## src/rtl/util_axis_timestamp_insert_pkg.sv

```systemverilog
// Shared types and constants for the timestamp-insertion stream stage.
package util_axis_timestamp_insert_pkg;

  localparam int unsigned TS_WIDTH = 64;

  localparam logic [2:0] SPW_1 = 3'd1;
  localparam logic [2:0] SPW_2 = 3'd2;
  localparam logic [2:0] SPW_4 = 3'd4;

  typedef enum logic [2:0] {
    ST_IDLE,
    ST_LOAD,
    ST_TS,
    ST_DATA,
    ST_PASS
  } state_t;

  // Samples per channel in one block: 35-bit product, zero-extended.
  function automatic logic [TS_WIDTH-1:0] ts_step(input logic [31:0] len,
                                                  input logic [2:0]  spw);
    logic [34:0] prod;
    prod = 35'(len) * 35'(spw);
    return {{(TS_WIDTH-35){1'b0}}, prod};
  endfunction

endpackage

```

## src/rtl/util_axis_timestamp_insert_oreg.sv

```systemverilog
// Single-stage valid/ready register slice; accepts whenever empty or draining.
module util_axis_timestamp_insert_oreg #(
  parameter int unsigned DATA_WIDTH = 64
) (
  input  logic                  dma_clk,
  input  logic                  reset,
  input  logic                  in_valid,
  output logic                  in_ready,
  input  logic [DATA_WIDTH-1:0] in_data,
  output logic                  out_valid,
  input  logic                  out_ready,
  output logic [DATA_WIDTH-1:0] out_data
);

  assign in_ready = !out_valid || out_ready;

  always_ff @(posedge dma_clk or posedge reset) begin
    if (reset) begin
      out_valid <= 1'b0;
      out_data  <= '0;
    end else if (in_ready) begin
      out_valid <= in_valid;
      if (in_valid) out_data <= in_data;
    end
  end

endmodule

```

## src/rtl/util_axis_timestamp_insert.sv

```systemverilog
// Inserts a running timestamp word ahead of every block of sample words;
// a zero block length turns the stage into a registered pass-through.
module util_axis_timestamp_insert
  import util_axis_timestamp_insert_pkg::*;
#(
  parameter int unsigned DATA_WIDTH = 64
) (
  input  logic                  dma_clk,
  input  logic                  reset,
  input  logic [31:0]           timestamp_every,
  input  logic [2:0]            samples_per_word,
  input  logic                  ts_valid,
  output logic                  ts_ready,
  input  logic [TS_WIDTH-1:0]   ts_data,
  input  logic                  s_axis_valid,
  output logic                  s_axis_ready,
  input  logic [DATA_WIDTH-1:0] s_axis_data,
  input  logic                  s_axis_xfer_req,
  output logic                  m_axis_valid,
  input  logic                  m_axis_ready,
  output logic [DATA_WIDTH-1:0] m_axis_data,
  output logic                  m_axis_xfer_req
);

  state_t                state, state_nxt;
  logic [TS_WIDTH-1:0]   ts_next;
  logic [31:0]           block_len;
  logic [31:0]           word_cnt;
  logic                  push_ts, push_data, load_ts;
  logic                  oreg_ready;
  logic [DATA_WIDTH-1:0] oreg_data;

  // A dropped xfer_req abandons any pending timestamp, but a word already
  // accepted from upstream in the same cycle is still forwarded.
  always_comb begin
    state_nxt    = state;
    push_ts      = 1'b0;
    push_data    = 1'b0;
    load_ts      = 1'b0;
    s_axis_ready = 1'b0;
    ts_ready     = 1'b0;
    case (state)
      ST_IDLE: begin
        if (s_axis_xfer_req)
          state_nxt = (timestamp_every == '0) ? ST_PASS : ST_LOAD;
      end
      ST_LOAD: begin
        ts_ready = 1'b1;
        load_ts  = ts_valid;
        if (!s_axis_xfer_req) state_nxt = ST_IDLE;
        else if (ts_valid)    state_nxt = ST_TS;
      end
      ST_TS: begin
        if (!s_axis_xfer_req) begin
          state_nxt = ST_IDLE;
        end else if (oreg_ready) begin
          push_ts   = 1'b1;
          state_nxt = ST_DATA;
        end
      end
      ST_DATA: begin
        s_axis_ready = oreg_ready;
        if (s_axis_valid && oreg_ready) begin
          push_data = 1'b1;
          if (word_cnt == block_len - 32'd1) state_nxt = ST_TS;
        end
        if (!s_axis_xfer_req) state_nxt = ST_IDLE;
      end
      ST_PASS: begin
        s_axis_ready = oreg_ready;
        push_data    = s_axis_valid && oreg_ready;
        if (!s_axis_xfer_req) state_nxt = ST_IDLE;
      end
      default: state_nxt = ST_IDLE;
    endcase
  end

  always_ff @(posedge dma_clk or posedge reset) begin
    if (reset) begin
      state           <= ST_IDLE;
      ts_next         <= '0;
      block_len       <= '0;
      word_cnt        <= '0;
      m_axis_xfer_req <= 1'b0;
    end else begin
      state           <= state_nxt;
      m_axis_xfer_req <= s_axis_xfer_req;
      if (load_ts) ts_next <= ts_data;
      if (push_ts) begin
        block_len <= timestamp_every;
        word_cnt  <= '0;
        ts_next   <= ts_next + ts_step(timestamp_every, samples_per_word);
      end else if (push_data && state == ST_DATA) begin
        word_cnt <= word_cnt + 32'd1;
      end
    end
  end

  assign oreg_data = push_ts ? ts_next : s_axis_data;

  util_axis_timestamp_insert_oreg #(
    .DATA_WIDTH (DATA_WIDTH)
  ) u_oreg (
    .dma_clk   (dma_clk),
    .reset     (reset),
    .in_valid  (push_ts || push_data),
    .in_ready  (oreg_ready),
    .in_data   (oreg_data),
    .out_valid (m_axis_valid),
    .out_ready (m_axis_ready),
    .out_data  (m_axis_data)
  );

endmodule

```

## config.mk

```make
export PLATFORM = sky130hd
export DESIGN_NAME = util_axis_timestamp_insert
export DESIGN_NICKNAME = d
export VERILOG_FILES = /design/src/rtl/util_axis_timestamp_insert_pkg.sv /design/src/rtl/util_axis_timestamp_insert_oreg.sv /design/src/rtl/util_axis_timestamp_insert.sv
export SDC_FILE = /design/constraint.sdc
export NUM_CORES = 1
export LEC_CHECK = 0
export ABC_AREA = 1
export CAP_MARGIN = 40
export CELL_PAD_IN_SITES_DETAIL_PLACEMENT = 1
export CELL_PAD_IN_SITES_GLOBAL_PLACEMENT = 1
export CORE_MARGIN = 2
export CORE_UTILIZATION = 40
export DETAILED_ROUTE_END_ITERATION = 16
export PLACE_DENSITY_LB_ADDON = 0.05
export SLEW_MARGIN = 10
export SYNTH_ARGS = -nofsm -noshare
export SYNTH_HDL_FRONTEND = slang
export SYNTH_SLANG_ARGS = --single-unit
```

## constraint.sdc

```tcl
create_clock -name dma_clk -period 8.6 [get_ports dma_clk]
set_input_delay 1.29 -clock dma_clk [delete_from_list [all_inputs] [get_ports dma_clk]]
set_output_delay 1.29 -clock dma_clk [all_outputs]
set_load 0.05 [all_outputs]
```

; ---- After elaboration in Yosys (flattened, before gate mapping)
; Cells that the tools add are included.
[word_totals]
input_bits = 169
ramBits = 0
mem_count = 0
reg_bits = 197
romBits = 0
output_inout_bits = 68
wordCells = 58
latchBits = 0
[classes]
reduce_logical = 12
eq_ne = 11
n_div = 0
magnitude_cmp = 0
n_shift = 0
bitwise_logic = 0
n_mul = 1
addsub = 3
muxes = 24
[op_table]
columns = op, count
row1 = 64-bit 2-to-1 mux, 3
row2 = 64-bit by 35-bit adder with 64-bit output, 1
row3 = 32-bit 2-to-1 mux, 2
row4 = 32-bit by 3-bit multiplier with 35-bit output, 1
row5 = "32-bit by 1-bit adder with 32-bit output, second input constant", 1
row6 = 32-bit == test, 1
row7 = 32-bit logical NOT, 1
row8 = "32-bit by 1-bit subtractor with 32-bit output, second input constant", 1
row9 = 3-bit 2-to-1 mux, 10
row10 = 3-bit case mux with 5 select lines, 1
row11 = "3-bit inequality test, second input constant", 4
row12 = 1-bit 2-to-1 mux, 7
row13 = "3-bit by 2-bit == test with 1-bit output, second input constant", 2
row14 = 6-bit AND reduction, 1
row15 = "2-bit inequality test, second input constant", 2
row16 = 2-bit nonzero test, 2
row17 = "3-bit by 1-bit == test with 1-bit output, second input constant", 1
row18 = "3-bit == test, second input constant", 1
row19 = 3-bit logical NOT, 1
row20 = 1-bit logical AND, 2
row21 = 1-bit logical OR, 2
row22 = 1-bit case mux with 2 select lines, 1
row23 = 2-bit AND reduction, 1
row24 = 2-bit OR reduction, 1
row25 = 1-bit logical NOT, 1

; ---- Logic depth before layout (Yosys ltp)
[logic_depth]
ltp_word = 8
depth_mapped = 24
ltp_nobuf = 23

; ---- Modules after synthesis
; Synthesis repeated with hierarchy kept, for this count alone.
[unflattened]
cells_unflattened = 2543
area_unflattened_um2 = 16682.2
[by_module_without_submodules]
columns = module, n_inst, area_per_inst_um2, cells_per_inst, seq_area_each_um2
row1 = util_axis_timestamp_insert, 1, 14078.5, 2260, 3303.2
row2 = util_axis_timestamp_insert_oreg, 1, 2603.7, 283, 1626.6

; ---- Worst setup path before layout
; Ideal clock, no wire load.
[synth_path]
kind = input port to flip-flop
startpoint = in samples_per_word[2]
endpoint = reg ts_next[15]
n_path_buf = 1
required_time_ps = 8471
setup_time_ps = 129
stages = 15
slack_ps = 4240
t_arrival_ps = 4231
path_cell_list = clkbuf_1 -> nand2_1 -> fa_1 -> fa_1 -> inv_1 -> fa_1 -> nand3_1 -> nor2_1 -> nor2_1 -> o21ai_2 -> nand2_1 -> nand2_1 -> or2_2 -> a21oi_1 -> o22ai_1
[synth_between]
elab_chain_len = 3
[synth_rtl]
columns = element, line_no
row1 = start: declaration, util_axis_timestamp_insert.sv:11  ; input logic [2:0] samples_per_word,
row2 = 32-bit by 3-bit multiplier with 35-bit output, util_axis_timestamp_insert_pkg.sv:22  ; prod = 35'(len) * 35'(spw);
row3 = 64-bit by 35-bit adder with 64-bit output, util_axis_timestamp_insert.sv:92  ; ts_next <= ts_next + ts_step(timestamp_every, samples_per_word);
row4 = 64-bit 2-to-1 mux, util_axis_timestamp_insert.sv:89  ; if (push_ts) begin
row5 = end signal: assignment, util_axis_timestamp_insert.sv:88  ; if (load_ts) ts_next <= ts_data;
row6 = end signal: assignment, util_axis_timestamp_insert.sv:92
row7 = end: declaration, util_axis_timestamp_insert.sv:26  ; logic [TS_WIDTH-1:0] ts_next;
; No other way between the ends.
; A chain may end at the register's enable or synchronous reset.

; ---- Worst setup path after layout
[layout_path]
startpoint = in samples_per_word[0]
endpoint = reg ts_next[33]
; The elaborated chain is that of the path after synthesis.

==> impl_results.html <==
<table>
<tr><th>Metric</th><th>Value</th></tr>
<tr><th colspan="2">Synthesis</th></tr>
<tr><td>Commonest register cell after synthesis</td><td>sky130_fd_sc_hd__dfrtp_1</td></tr>
<tr><td>Sequential cell area fraction in the yosys report</td><td>0.300</td></tr>
<tr><td>Most instantiated library cell after synthesis</td><td>sky130_fd_sc_hd__nand2_1</td></tr>
<tr><td>Nets in the synthesized netlist</td><td>2690</td></tr>
<tr><td>Most frequent cells after synthesis</td><td>sky130_fd_sc_hd__nand2_1 (513), sky130_fd_sc_hd__inv_1 (456), sky130_fd_sc_hd__nor2_1 (290)</td></tr>
<tr><td>Fraction of registers with async set or reset after synthesis</td><td>1.00</td></tr>
<tr><td>Dominant cells by area after synthesis</td><td>sky130_fd_sc_hd__dfrtp_1 (30%), sky130_fd_sc_hd__nand2_1 (12%), sky130_fd_sc_hd__inv_1 (10%), sky130_fd_sc_hd__fa_1 (7.7%), sky130_fd_sc_hd__nor2_1 (6.6%)</td></tr>
<tr><td>Gate count after technology mapping</td><td>2418</td></tr>
<tr><td>Netlist area before placement</td><td>16400 um^2</td></tr>
<tr><td>Share of the synthesized area in the top cell type</td><td>0.300</td></tr>
<tr><td>Avg Inst Size Synth</td><td>6.79 um^2</td></tr>
<tr><td>Post-synth top area cell</td><td>sky130_fd_sc_hd__dfrtp_1</td></tr>
<tr><td>Warnings from Yosys</td><td>0</td></tr>
<tr><td>Number of synthesized flops with an enable pin</td><td>0</td></tr>
<tr><td>Cell variety after synth</td><td>55</td></tr>
<tr><td>Count of state elements after synthesis</td><td>197</td></tr>
<tr><th colspan="2">GRT</th></tr>
<tr><td>Via count of the first global-routing pass</td><td>17.7k</td></tr>
<tr><td>Total track usage</td><td>0.309</td></tr>
<tr><td>Remaining global-route overflow</td><td>0</td></tr>
<tr><td>Wire length of the first global-routing pass</td><td>101000 um</td></tr>
<tr><td>Number of antenna violations at the first check in global routing</td><td>1</td></tr>
<tr><td>Maximum number of pins on one net before global-route repair</td><td>88</td></tr>
<tr><th colspan="2">Final layout</th></tr>
<tr><td>Antenna diode instance count</td><td>0</td></tr>
<tr><td>Final #Nets</td><td>2885</td></tr>
<tr><td>Area growth from synthesis to layout</td><td>21.5%</td></tr>
<tr><td>Number of standard cells in the final layout excluding fillers</td><td>3158</td></tr>
<tr><td>Layout cells sized above 1</td><td>0.0461</td></tr>
<tr><th colspan="2">Critical path</th></tr>
<tr><td>Arrival @ worst endpoint</td><td>5940 ps</td></tr>
<tr><td>Cells on worst reg2reg path</td><td>14</td></tr>
<tr><td>Crit path max fanout</td><td>8</td></tr>
<tr><td>Crit Path Category</td><td>input pin to register</td></tr>
<tr><td>Endpoint type of the worst setup path</td><td>register</td></tr>
<tr><td>Data required, critical path</td><td>8990 ps</td></tr>
<tr><td>Startpoint Class</td><td>input pin</td></tr>
<tr><td>Flop2flop setup slack</td><td>4880 ps</td></tr>
<tr><th colspan="2">Clocking</th></tr>
<tr><td>Clock Pin Slew Worst Setup and Hold Paths</td><td>80 ps</td></tr>
<tr><td>Max H-tree Level</td><td>4</td></tr>
<tr><td>Cts-stage hold buffer count</td><td>0</td></tr>
<tr><td>Buffers inserted during post-CTS setup optimization</td><td>0</td></tr>
<tr><td>TritonCTS Sinks</td><td>197</td></tr>
<tr><td>Clock Tree Buf Depth</td><td>2</td></tr>
<tr><td>Library cell used as clock root buffer</td><td>sky130_fd_sc_hd__clkbuf_16</td></tr>
<tr><td># resized after CTS</td><td>0</td></tr>
<tr><td>Clock tree from TritonCTS</td><td>built</td></tr>
<tr><td>Skew-Pair Late Insertion Delay</td><td>510 ps</td></tr>
<tr><td>Number of clock buffers inserted by TritonCTS</td><td>17</td></tr>
<tr><th colspan="2">Power and ir drop</th></tr>
<tr><td>Max rail drop VDD</td><td>204 uV</td></tr>
<tr><td>Total Power</td><td>7.13 mW</td></tr>
<tr><td>Leak</td><td>9.81 nW</td></tr>
<tr><td>Pwr dens</td><td>357 nW/um^2</td></tr>
<tr><th colspan="2">Timing</th></tr>
<tr><td>Fin Hold WS</td><td>484 ps</td></tr>
<tr><td>Worst clock skew</td><td>21.8 ps</td></tr>
<tr><td>Unrepaired setup endpoints after global routing</td><td>false</td></tr>
<tr><td>Maximum clock frequency</td><td>180 MHz</td></tr>
<tr><td>Final cycle utilization of the critical path</td><td>0.645</td></tr>
<tr><td>Relative slew margins</td><td>0.450</td></tr>
<tr><td>Time the worst path needs with I/O delays and setup</td><td>5550 ps</td></tr>
<tr><td>Number of endpoints with negative hold slack in the final report</td><td>0</td></tr>
<tr><td>Number of max-slew violations in the final report</td><td>0</td></tr>
<tr><td>Fin Setup TNS</td><td>0 ps</td></tr>
<tr><td>Slew @ Worst Pin</td><td>824 ps</td></tr>
<tr><td>Total setup violations reported at the end of the flow</td><td>0</td></tr>
<tr><th colspan="2">Flow run</th></tr>
<tr><td>Number of violations of the max-capacitance limit</td><td>0</td></tr>
<tr><th colspan="2">Die</th></tr>
<tr><td>Die Footprint</td><td>42700 um^2</td></tr>
<tr><td>Placeable core area</td><td>40600 um^2</td></tr>
<tr><td>Count of standard-cell rows</td><td>74</td></tr>
<tr><td>Die extent in x</td><td>207 um</td></tr>
<tr><td>Boundary Pins</td><td>237</td></tr>
<tr><td>Initial standard-cell utilization of the core</td><td>0.404</td></tr>
<tr><td>Height of the chip</td><td>207 um</td></tr>
<tr><th colspan="2">Placed design</th></tr>
<tr><td>Total half-perimeter wirelength after legalization and detailed placement</td><td>50500 um</td></tr>
<tr><td>Cells after DPL</td><td>3126</td></tr>
<tr><td>Port buffer count</td><td>236</td></tr>
<tr><td>Global placement routability congestion</td><td>0.957</td></tr>
<tr><th colspan="2">Min path</th></tr>
<tr><td>Class of the most critical hold timing path</td><td>register to register</td></tr>
<tr><td>Worst hold path depth</td><td>2</td></tr>
<tr><th colspan="2">Detailed routing</th></tr>
<tr><td>Remaining number of nets flagged by the antenna check after routing</td><td>0</td></tr>
<tr><td>Detailed-routing iteration count for the pre-antenna-repair pass</td><td>5</td></tr>
<tr><td>Average vias per placed instance</td><td>5.36</td></tr>
<tr><td>Iteration-0 DRC Markers</td><td>958</td></tr>
<tr><td>Total via count after detailed routing</td><td>16.9k</td></tr>
<tr><td>Number of DRC violations after detailed routing</td><td>0</td></tr>
<tr><td>Routed wire per std cell</td><td>20.3 um</td></tr>
<tr><td>Total wire length after detailed routing</td><td>64100 um</td></tr>
<tr><th colspan="2">Outcome</th></tr>
<tr><td>Result of the run</td><td>complete, no violations</td></tr>
</table>
[per-layer routing]
metal	up-vias	global-route usage	share of wire
met5	-	0	0.00020
met4	2	0.0788	0.018
met3	69	0.0429	0.038
met2	363	0.522	0.48
met1	8439	0.416	0.46
li1	8059	-	-
[logic make-up (layout without fill, tap and decap cells)]
logic type / Yosys count / in the layout / share of synthesized area
adders and majority gates: 103 / 103 / 0.107
buffers and inverters: 546 / 754 / 0.127
DFF: 197 / 197 / 0.300
AOI/OAI and AO/OA: 408 / 408 / 0.141
xor gates and xnor gates: 51 / 51 / 0.0272
and+or+nand+nor: 1113 / 1113 / 0.298
[cell type report]
class	count	area (um^2)
fill	5294	20700
multi-input combinational	1675	9410
sequential	197	4930
timing repair buffer	254	2570
inverter	468	1770
tap	532	666
clock buffer	18	439
clock inverter	14	170
[metrics by stage]
| stage | setup WS, ps | cell area [um^2] | utilization |
|---|---|---|---|
| 6_report | 3050 | 20000 | 0.491 |
| 5_1_grt | 2910 | 20000 | 0.491 |
| 4_1_cts | 3180 | 20000 | 0.491 |
| 3_5_place_dp | 2660 | 19300 | 0.476 |
| 3_3_place_gp | 2090 | 19200 | 0.473 |
| 2_1_floorplan | 1940 | 16400 | - |
[registers in the layout, indices dropped and copies added (netlist names)]
name	count
ts_next	64
state	3
u_oreg.out_valid	1
u_oreg.out_data	64
block_len	32
m_axis_xfer_req	1
word_cnt	32
[path summary, 6_finish.rpt]
kind	start	to
worst max-delay path	samples_per_word[0]	ts_next[33]$_DFFE_PP0P_
worst min-delay path	ts_next[25]$_DFFE_PP0P_	ts_next[25]$_DFFE_PP0P_
worst max register to register	ts_next[12]$_DFFE_PP0P_	ts_next[33]$_DFFE_PP0P_
worst min register to register	ts_next[25]$_DFFE_PP0P_	ts_next[25]$_DFFE_PP0P_
max in group asynchronous	reset	u_oreg.out_data[33]$_DFFE_PP0P_
min in group asynchronous	reset	u_oreg.out_data[20]$_DFFE_PP0P_
[cells in the final DEF (no fill, tap or decap), types with 14 or more instances in the layout]
master and instances:
sky130_fd_sc_hd__nand4_1 38, sky130_fd_sc_hd__buf_4 14, sky130_fd_sc_hd__a21oi_1 80, sky130_fd_sc_hd__ha_1 40, sky130_fd_sc_hd__inv_1 455, sky130_fd_sc_hd__o22ai_1 52
sky130_fd_sc_hd__xor2_1 39, sky130_fd_sc_hd__nor2_1 290, sky130_fd_sc_hd__a211oi_1 32, sky130_fd_sc_hd__nand3_1 118, sky130_fd_sc_hd__clkbuf_16 17, sky130_fd_sc_hd__dfrtp_1 197
sky130_fd_sc_hd__o21ai_0 181, sky130_fd_sc_hd__fa_1 63, sky130_fd_sc_hd__nor4_1 18, sky130_fd_sc_hd__nand2_1 513, sky130_fd_sc_hd__nor3_1 66, sky130_fd_sc_hd__clkdlybuf4s50_1 236
sky130_fd_sc_hd__o21ai_1 14
[worst max-delay path, stage by stage]
cell and delay, ps:
sky130_fd_sc_hd__clkdlybuf4s50_1 660, sky130_fd_sc_hd__buf_4 290, sky130_fd_sc_hd__nand2_1 70, sky130_fd_sc_hd__inv_1 60
sky130_fd_sc_hd__fa_1 480, sky130_fd_sc_hd__inv_1 60, sky130_fd_sc_hd__fa_1 500, sky130_fd_sc_hd__inv_1 40
sky130_fd_sc_hd__ha_1 350, sky130_fd_sc_hd__a21oi_1 250, sky130_fd_sc_hd__o21ai_1 120, sky130_fd_sc_hd__nor2_1 250
sky130_fd_sc_hd__o21ai_2 210, sky130_fd_sc_hd__a21oi_1 610, sky130_fd_sc_hd__o21ai_0 330, sky130_fd_sc_hd__nand2_1 120
sky130_fd_sc_hd__nand2_1 50, sky130_fd_sc_hd__nor2_1 120, sky130_fd_sc_hd__o21ai_1 70
[power breakdown]
group	total (mW)	leakage (nW)	switching [mW]	internal (mW)
logic	4.52	7.13	3.08	1.44
clock network	0.875	0.292	0.431	0.444
registers	1.73	2.39	0.390	1.34
total	7.13	9.81	3.90	3.22
Power figures use the tool's default switching activity.
